**src/rtl/ob_seq_pkg.sv**
```systemverilog
// Shared types and helpers for the object-processor memory sequencer:
// state encoding, default widths and the one-hot requester picker.
package ob_seq_pkg;

  typedef enum logic [1:0] {
    IDLE  = 2'd0,
    REQ   = 2'd1,
    DRAIN = 2'd2
  } seq_state_t;

  localparam int AW     = 21;
  localparam int CW     = 4;
  localparam int MAXREQ = 8;

  // Returns a one-hot pick of the first set bit of req, searching upward from
  // start and wrapping at n. Fixed priority simply passes start = 0.
  function automatic logic [MAXREQ-1:0] onehot_pick(
    input logic [MAXREQ-1:0] req,
    input logic [2:0]        start,
    input logic [3:0]        n
  );
    logic [MAXREQ-1:0] pick;
    logic              found;
    logic [3:0]        idx;
    pick  = '0;
    found = 1'b0;
    for (int i = 0; i < MAXREQ; i++) begin
      idx = 4'(start) + 4'(i);
      if (idx >= n) idx = idx - n;
      if ((4'(i) < n) && !found && req[idx[2:0]]) begin
        pick[idx[2:0]] = 1'b1;
        found          = 1'b1;
      end
    end
    return pick;
  endfunction

endpackage

```
**src/rtl/ob_ack_shift.sv**
```systemverilog
// LAT-stage token pipe: one token per accepted phrase, emerging LAT cycles
// later as the latch strobe; flags the final token and an empty pipe.
module ob_ack_shift #(
  parameter int LAT = 1
) (
  input  logic clk,
  input  logic rst,
  input  logic i_push,
  output logic o_tok,
  output logic o_last,
  output logic o_empty
);

  logic [LAT-1:0] r_pipe;
  logic           w_rest;

  // NOTE: sequential state uses non-blocking assignments so every stage
  // samples its neighbour's pre-edge value and the pipe shifts by one.
  always_ff @(posedge clk or posedge rst) begin
    if (rst) begin
      r_pipe <= '0;
    end else begin
      r_pipe[0] <= i_push;
      for (int i = 1; i < LAT; i++) begin
        r_pipe[i] <= r_pipe[i-1];
      end
    end
  end

  // NOTE: every combinational output gets a default first, so no path can
  // leave it unassigned and infer a latch.
  always_comb begin
    w_rest = 1'b0;
    for (int i = 0; i < LAT - 1; i++) begin
      w_rest = w_rest | r_pipe[i];
    end
  end

  assign o_tok   = r_pipe[LAT-1];
  assign o_last  = r_pipe[LAT-1] & ~w_rest;
  assign o_empty = ~|r_pipe;

endmodule

```
**src/rtl/ob_mem_sequencer.sv**
```systemverilog
// Memory-bus sequencer: grants one requester, issues its phrase burst and
// returns delayed latch/done strobes. Define OB_SEQ_RR_EN for round-robin.
module ob_mem_sequencer #(
  parameter int NREQ = 3,
  parameter int AW   = ob_seq_pkg::AW,
  parameter int CW   = ob_seq_pkg::CW,
  parameter int LAT  = 1
) (
  input  logic               sys_clk,
  input  logic               reset,
  input  logic [NREQ-1:0]    req,
  input  logic [NREQ*AW-1:0] req_addr,
  input  logic [NREQ*CW-1:0] req_cnt,
  output logic [NREQ-1:0]    gnt,
  output logic [NREQ-1:0]    latch,
  output logic [NREQ-1:0]    done,
  output logic               busreq,
  output logic [AW-1:0]      busaddr,
  input  logic               busack
);

  import ob_seq_pkg::*;

  seq_state_t        r_state;
  logic [NREQ-1:0]   r_gnt;
  logic [AW-1:0]     r_addr;
  logic [CW-1:0]     r_cnt;
  logic              r_busreq;

  logic [MAXREQ-1:0] w_pick8;
  logic [NREQ-1:0]   w_win;
  logic [AW-1:0]     w_win_addr;
  logic [CW-1:0]     w_win_cnt;
  logic              w_ack;
  logic              w_tok;
  logic              w_last;
  logic              w_empty;
  logic              w_unused_pick;

`ifdef OB_SEQ_RR_EN
  localparam int PW = $clog2(NREQ);
  logic [PW-1:0] r_ptr;
  logic [PW-1:0] w_win_idx;
  logic [PW-1:0] w_ptr_next;

  assign w_pick8 = onehot_pick(MAXREQ'(req), 3'(r_ptr), 4'(NREQ));

  always_comb begin
    w_win_idx = '0;
    for (int i = 0; i < NREQ; i++) begin
      if (w_win[i]) w_win_idx = PW'(i);
    end
  end

  assign w_ptr_next = (w_win_idx == PW'(NREQ - 1)) ? '0 : w_win_idx + PW'(1);

  always_ff @(posedge sys_clk or posedge reset) begin
    if (reset) begin
      r_ptr <= '0;
    end else if ((r_state == IDLE) && (|req)) begin
      r_ptr <= w_ptr_next;
    end
  end
`else
  assign w_pick8 = onehot_pick(MAXREQ'(req), 3'd0, 4'(NREQ));
`endif

  assign w_win         = w_pick8[NREQ-1:0];
  assign w_unused_pick = ^w_pick8;

  always_comb begin
    w_win_addr = '0;
    w_win_cnt  = '0;
    for (int i = 0; i < NREQ; i++) begin
      if (w_win[i]) begin
        w_win_addr = req_addr[i*AW +: AW];
        w_win_cnt  = req_cnt[i*CW +: CW];
      end
    end
  end

  // Acks only count while the request is actually on the bus.
  assign w_ack = (r_state == REQ) & busack;

  ob_ack_shift #(
    .LAT (LAT)
  ) u_ack_shift (
    .clk     (sys_clk),
    .rst     (reset),
    .i_push  (w_ack),
    .o_tok   (w_tok),
    .o_last  (w_last),
    .o_empty (w_empty)
  );

  always_ff @(posedge sys_clk or posedge reset) begin
    if (reset) begin
      r_state  <= IDLE;
      r_gnt    <= '0;
      r_addr   <= '0;
      r_cnt    <= '0;
      r_busreq <= 1'b0;
    end else begin
      case (r_state)
        IDLE: begin
          if (|req) begin
            r_gnt    <= w_win;
            r_addr   <= w_win_addr;
            r_cnt    <= w_win_cnt;
            r_busreq <= 1'b1;
            r_state  <= REQ;
          end
        end
        REQ: begin
          if (busack) begin
            r_addr <= r_addr + AW'(1);
            if (r_cnt != '0) begin
              r_cnt <= r_cnt - CW'(1);
            end else begin
              r_busreq <= 1'b0;
              r_state  <= DRAIN;
            end
          end
        end
        DRAIN: begin
          // An empty pipe here cannot occur in normal flow; it just recovers.
          if (w_last || w_empty) begin
            r_gnt   <= '0;
            r_state <= IDLE;
          end
        end
        default: r_state <= IDLE;
      endcase
    end
  end

  assign gnt     = r_gnt;
  assign busreq  = r_busreq;
  assign busaddr = r_addr;
  assign latch   = w_tok ? r_gnt : '0;
  assign done    = (w_last && (r_state == DRAIN)) ? r_gnt : '0;

endmodule

```
**config.mk**
```make
export PLATFORM = sky130hd
export DESIGN_NAME = ob_mem_sequencer
export DESIGN_NICKNAME = d
export VERILOG_FILES = /design/src/rtl/ob_seq_pkg.sv /design/src/rtl/ob_ack_shift.sv /design/src/rtl/ob_mem_sequencer.sv
export SDC_FILE = /design/constraint.sdc
export NUM_CORES = 1
export LEC_CHECK = 0
export BUFFER_PORTS_ARGS = -buffer_cell sky130_fd_sc_hd__buf_2
export CAP_MARGIN = 15
export CORE_UTILIZATION = 40
export DETAILED_ROUTE_END_ITERATION = 12
export PLACE_DENSITY = 0.72
export RECOVER_POWER = 100
export SLEW_MARGIN = 15
export SYNTH_ARGS = -nofsm -noshare
export SYNTH_HDL_FRONTEND = slang
export SYNTH_SLANG_ARGS = --single-unit
```
**constraint.sdc**
```tcl
create_clock -name sys_clk -period 2.09 [get_ports sys_clk]
set_clock_uncertainty 0.2 [all_clocks]
set_input_delay 0.1045 -clock sys_clk [delete_from_list [all_inputs] [get_ports sys_clk]]
set_output_delay 0.1045 -clock sys_clk [all_outputs]
set_load 0.005 [all_outputs]
```
==> flow_metrics.env <==
export IMPL_drv_slew=0
export IMPL_grt_use_met3_pct=4.04
export IMPL_grt_pass1_vias=2848
export IMPL_yosysUniqueCellTypes=55
export IMPL_grt_overflow=0
export IMPL_worstSetupPathType="flop to flop"
export IMPL_row_count=28
export IMPL_yosys_register_bits=32
export IMPL_p_clk_share_pct=11.9
export IMPL_path_cells="ha_4 -> and4_4 -> nand4_1 -> or4_1 -> o221a_1"
export IMPL_drt_wl_total_um=8650
export IMPL_drc=0
export IMPL_initial_core_util_pct=41.9
export IMPL_syn_nets=380
export IMPL_status="finished, final reports clean"
export IMPL_crit_required_ns=2.07
export IMPL_reg2regPathDepth=5
export IMPL_final_cell_mix="buf_2 (105), dfrtp_1 (32), nand2_1 (23), nor2_1 (20), a21oi_1 (17)"
export IMPL_max_slew_margin_pct=45.4
export IMPL_dr_first_iter_drc_count=216
export IMPL_seqPwrFrac_pct=31.4
export IMPL_cp_arrival_ns=2.03
export IMPL_firstDrtPassIters=5
export IMPL_top_usage_layer="met2"
export IMPL_routed_via_density=6.07
export IMPL_grt_first_pass_wirelength_um=13800
export IMPL_p_int_mw=2.34
export IMPL_crit_path_end_kind="flop"
export IMPL_max_freq_mhz=488
export IMPL_die_h_um=81.0
export IMPL_gr_usage_met1_pct=35.0
export IMPL_swShare_pct=45.0
export IMPL_antenna_left=0
export IMPL_pin_count=112
export IMPL_path_delay_family="simple AND/OR/NAND/NOR gates"
export IMPL_hold_path_class="primary input to flop"
export IMPL_startpoint_type="flop"
export IMPL_slowest_stage="or4_1"
export IMPL_gp_congestion=0.889
export IMPL_p_leak_nw=1.54
export IMPL_final_common_cell="buf_2"
export IMPL_antenna_found_initial=0
export IMPL_ys_warn_count=0
export IMPL_ir_worst_vdd_mv=0.702
export IMPL_ctsHtreeMaxLevel=2
export IMPL_cts_buffer_depth=2
export IMPL_dpl_hpwl_um=6150
export IMPL_worst_r2r_startpoint="busaddr[0]"
export IMPL_design_die_area_um2=6560
export IMPL_portBuffers=111
export IMPL_syn2layout_area_growth_pct=37.9
export IMPL_die_w_um=81.0
export IMPL_setup_violations=0
export IMPL_hold_ws_ns=0.00926
export IMPL_min_path_cells=4
export IMPL_n_antenna_cell=0
export IMPL_yosysSeqAreaShare_pct=32.1
export IMPL_tns_ns=0
export IMPL_switching_power_mw=1.92
export IMPL_synth_main_ff_cell="dfrtp_1"
export IMPL_cts_tree="yes"
export IMPL_p_total_mw=4.26
export IMPL_use_met2_pct=47.1
export IMPL_hp_start="req_addr[55]"
export IMPL_syn_area_um2=2490
export IMPL_cpPeakStageDelay_ns=0.49
export IMPL_critPathMaxFanout=6
export IMPL_core_um2=5960
export IMPL_timing_rr_end="busaddr[16]"
export IMPL_fin_crit_ns=2.05
export IMPL_async_flop_share_pct=100
export IMPL_maxCapViolations=0
export IMPL_drive_gt1_share_pct=35.1
export IMPL_final_hold_viol_count=0
export IMPL_grt_usage_pct=27.4
export IMPL_path_clk_slew_ns=0.07
export IMPL_fin_crit_sh_pct=98.0
export IMPL_avgSynthCellArea_um2=8.40
export IMPL_vias=3029
export IMPL_rsz0062_at_grt="false"
export IMPL_clk_latency_ns=0.29
export IMPL_avgRoutedWirePerCell_um=17.3
export IMPL_hold_end="busaddr[13]"
export IMPL_p_comb_share_pct=56.7
export IMPL_cts_made_buffers=5
export IMPL_synthCells=297
export IMPL_worst_slew_pin_slew_ns=0.819
export IMPL_startpoint="busaddr[0]"
export IMPL_nNetsFinal=506
export IMPL_rrSetupSlack_ns=0.04
export IMPL_cts_setup_buffers=0
export IMPL_grt_max_degree=50
export IMPL_power_density_nw_per_um2=1240
export IMPL_synth_edf_count=0
export IMPL_critPathBufInv=0
export IMPL_cts_root_buf="clkbuf_8"
export IMPL_clock_sinks=32
-- power by group through the flow --
stage          Sequential (mW)  Clock (mW)  Combinational, mW
6_report                  1.34       0.506               2.42
5_1_grt                   1.38       0.538               2.67
4_1_cts                   1.30       0.511               2.35
3_5_place_dp              1.30           0               2.31
3_3_place_gp              1.29           0               2.25
2_1_floorplan             1.27           0               1.38
-- per-stage QoR --
stage | setup WS [ns] | area, µm² | instances | utilization, %
after floorplan | 0.0931 | 2490 | 297 | -
after global placement | 0.0760 | 3220 | 482 | 54.1
after detailed placement | 0.00693 | 3220 | 482 | 54.1
after CTS | 0.0394 | 3410 | 499 | 57.2
after global routing | 0.000862 | 3440 | 499 | 57.8
final | 0.0412 | 3440 | 499 | 57.8
-- cell type report --
class,count,area (µm²)
Clock buffer,8,90.1
Fill cell,574,2520
Inverter,12,45.0
Multi-Input combinational cell,231,1590
Sequential cell,32,801
Tap cell,75,93.8
Timing Repair Buffer,141,823
-- state kept, by name, summed over array words and instances (netlist names) --
signal / count
r_cnt: 4
u_ack_shift.o_last: 1
busreq: 1
gnt: 3
r_state: 2
busaddr: 21
-- worst min-delay path: stages --
cell and delay, ns:
buf_2 0.08, a221o_1 0.14, nand3_1 0.08, o311ai_1 0.07
-- Yosys cell counts, types with 2 or more instances --
master	n	area share (%)
nand3b_1	3	0.90
a221o_1	9	3.6
and3_1	5	1.3
buf_2	10	2.0
nand4_2	2	1.0
a311oi_1	2	0.70
o21ai_0	13	2.6
o21ai_1	7	1.4
o32ai_1	6	2.1
o31a_1	2	0.70
a32oi_1	2	0.70
buf_6	3	1.4
and2_1	6	1.5
a22o_1	2	0.70
nand3_2	2	0.80
nor3_1	9	1.8
and4_1	4	1.4
nand4_1	6	1.5
a211o_1	3	1.1
nand3_1	12	2.4
a221oi_1	6	2.1
nor2b_1	7	1.8
dfrtp_1	32	32
nor2_1	20	3.0
o32a_1	2	0.80
o221a_1	5	2.3
o311ai_1	2	0.70
or3_1	2	0.50
o21a_1	2	0.60
a21oi_1	17	3.4
clkbuf_1	9	1.4
ha_1	2	1.0
a31oi_1	3	0.75
nand2b_1	10	2.5
a21oi_2	2	0.70
inv_1	11	1.7
a211oi_1	3	0.90
o211ai_1	5	1.5
or4_1	4	1.2
a22oi_1	8	2.4
nand2_1	23	3.5
-- repair_timing --
item,CTS,global route
gates resized for setup,1,10
hold endpoints to repair,39,0
endpoints found under the setup margin,2,9
hold buffers,9,0
pin swaps,0,1
-- cell families (layout without fill, tap and decap cells) --
kind of cell	Yosys count	after routing	synth area share, %
DFF	32	32	32.1
AOI/OAI and AO/OA	108	108	32.7
adders and majority gates	2	2	1.00
and+or+nand+nor	121	121	27.6
buffers and inverters	34	161	6.52
-- layer usage --
metal | share of wire (%) | up-vias
li1 | - | 1412
met1 | 43 | 1450
met2 | 49 | 147
met3 | 6.0 | 20
met4 | 2.0 | 0
met5 | 0 | -
-- worst max path at each step --
stage                  endpoint  slack [ns]  cells after the start
global placement    busaddr[20]        0.08                      4
finish              busaddr[16]        0.04                      5
CTS                    r_cnt[0]        0.04                      6
global route        busaddr[16]      0.0009                      5
floorplan              r_cnt[0]        0.09                      6
detailed placement   busaddr[2]       0.007                      4
No activity file was read; power rests on OpenSTA's default activity.
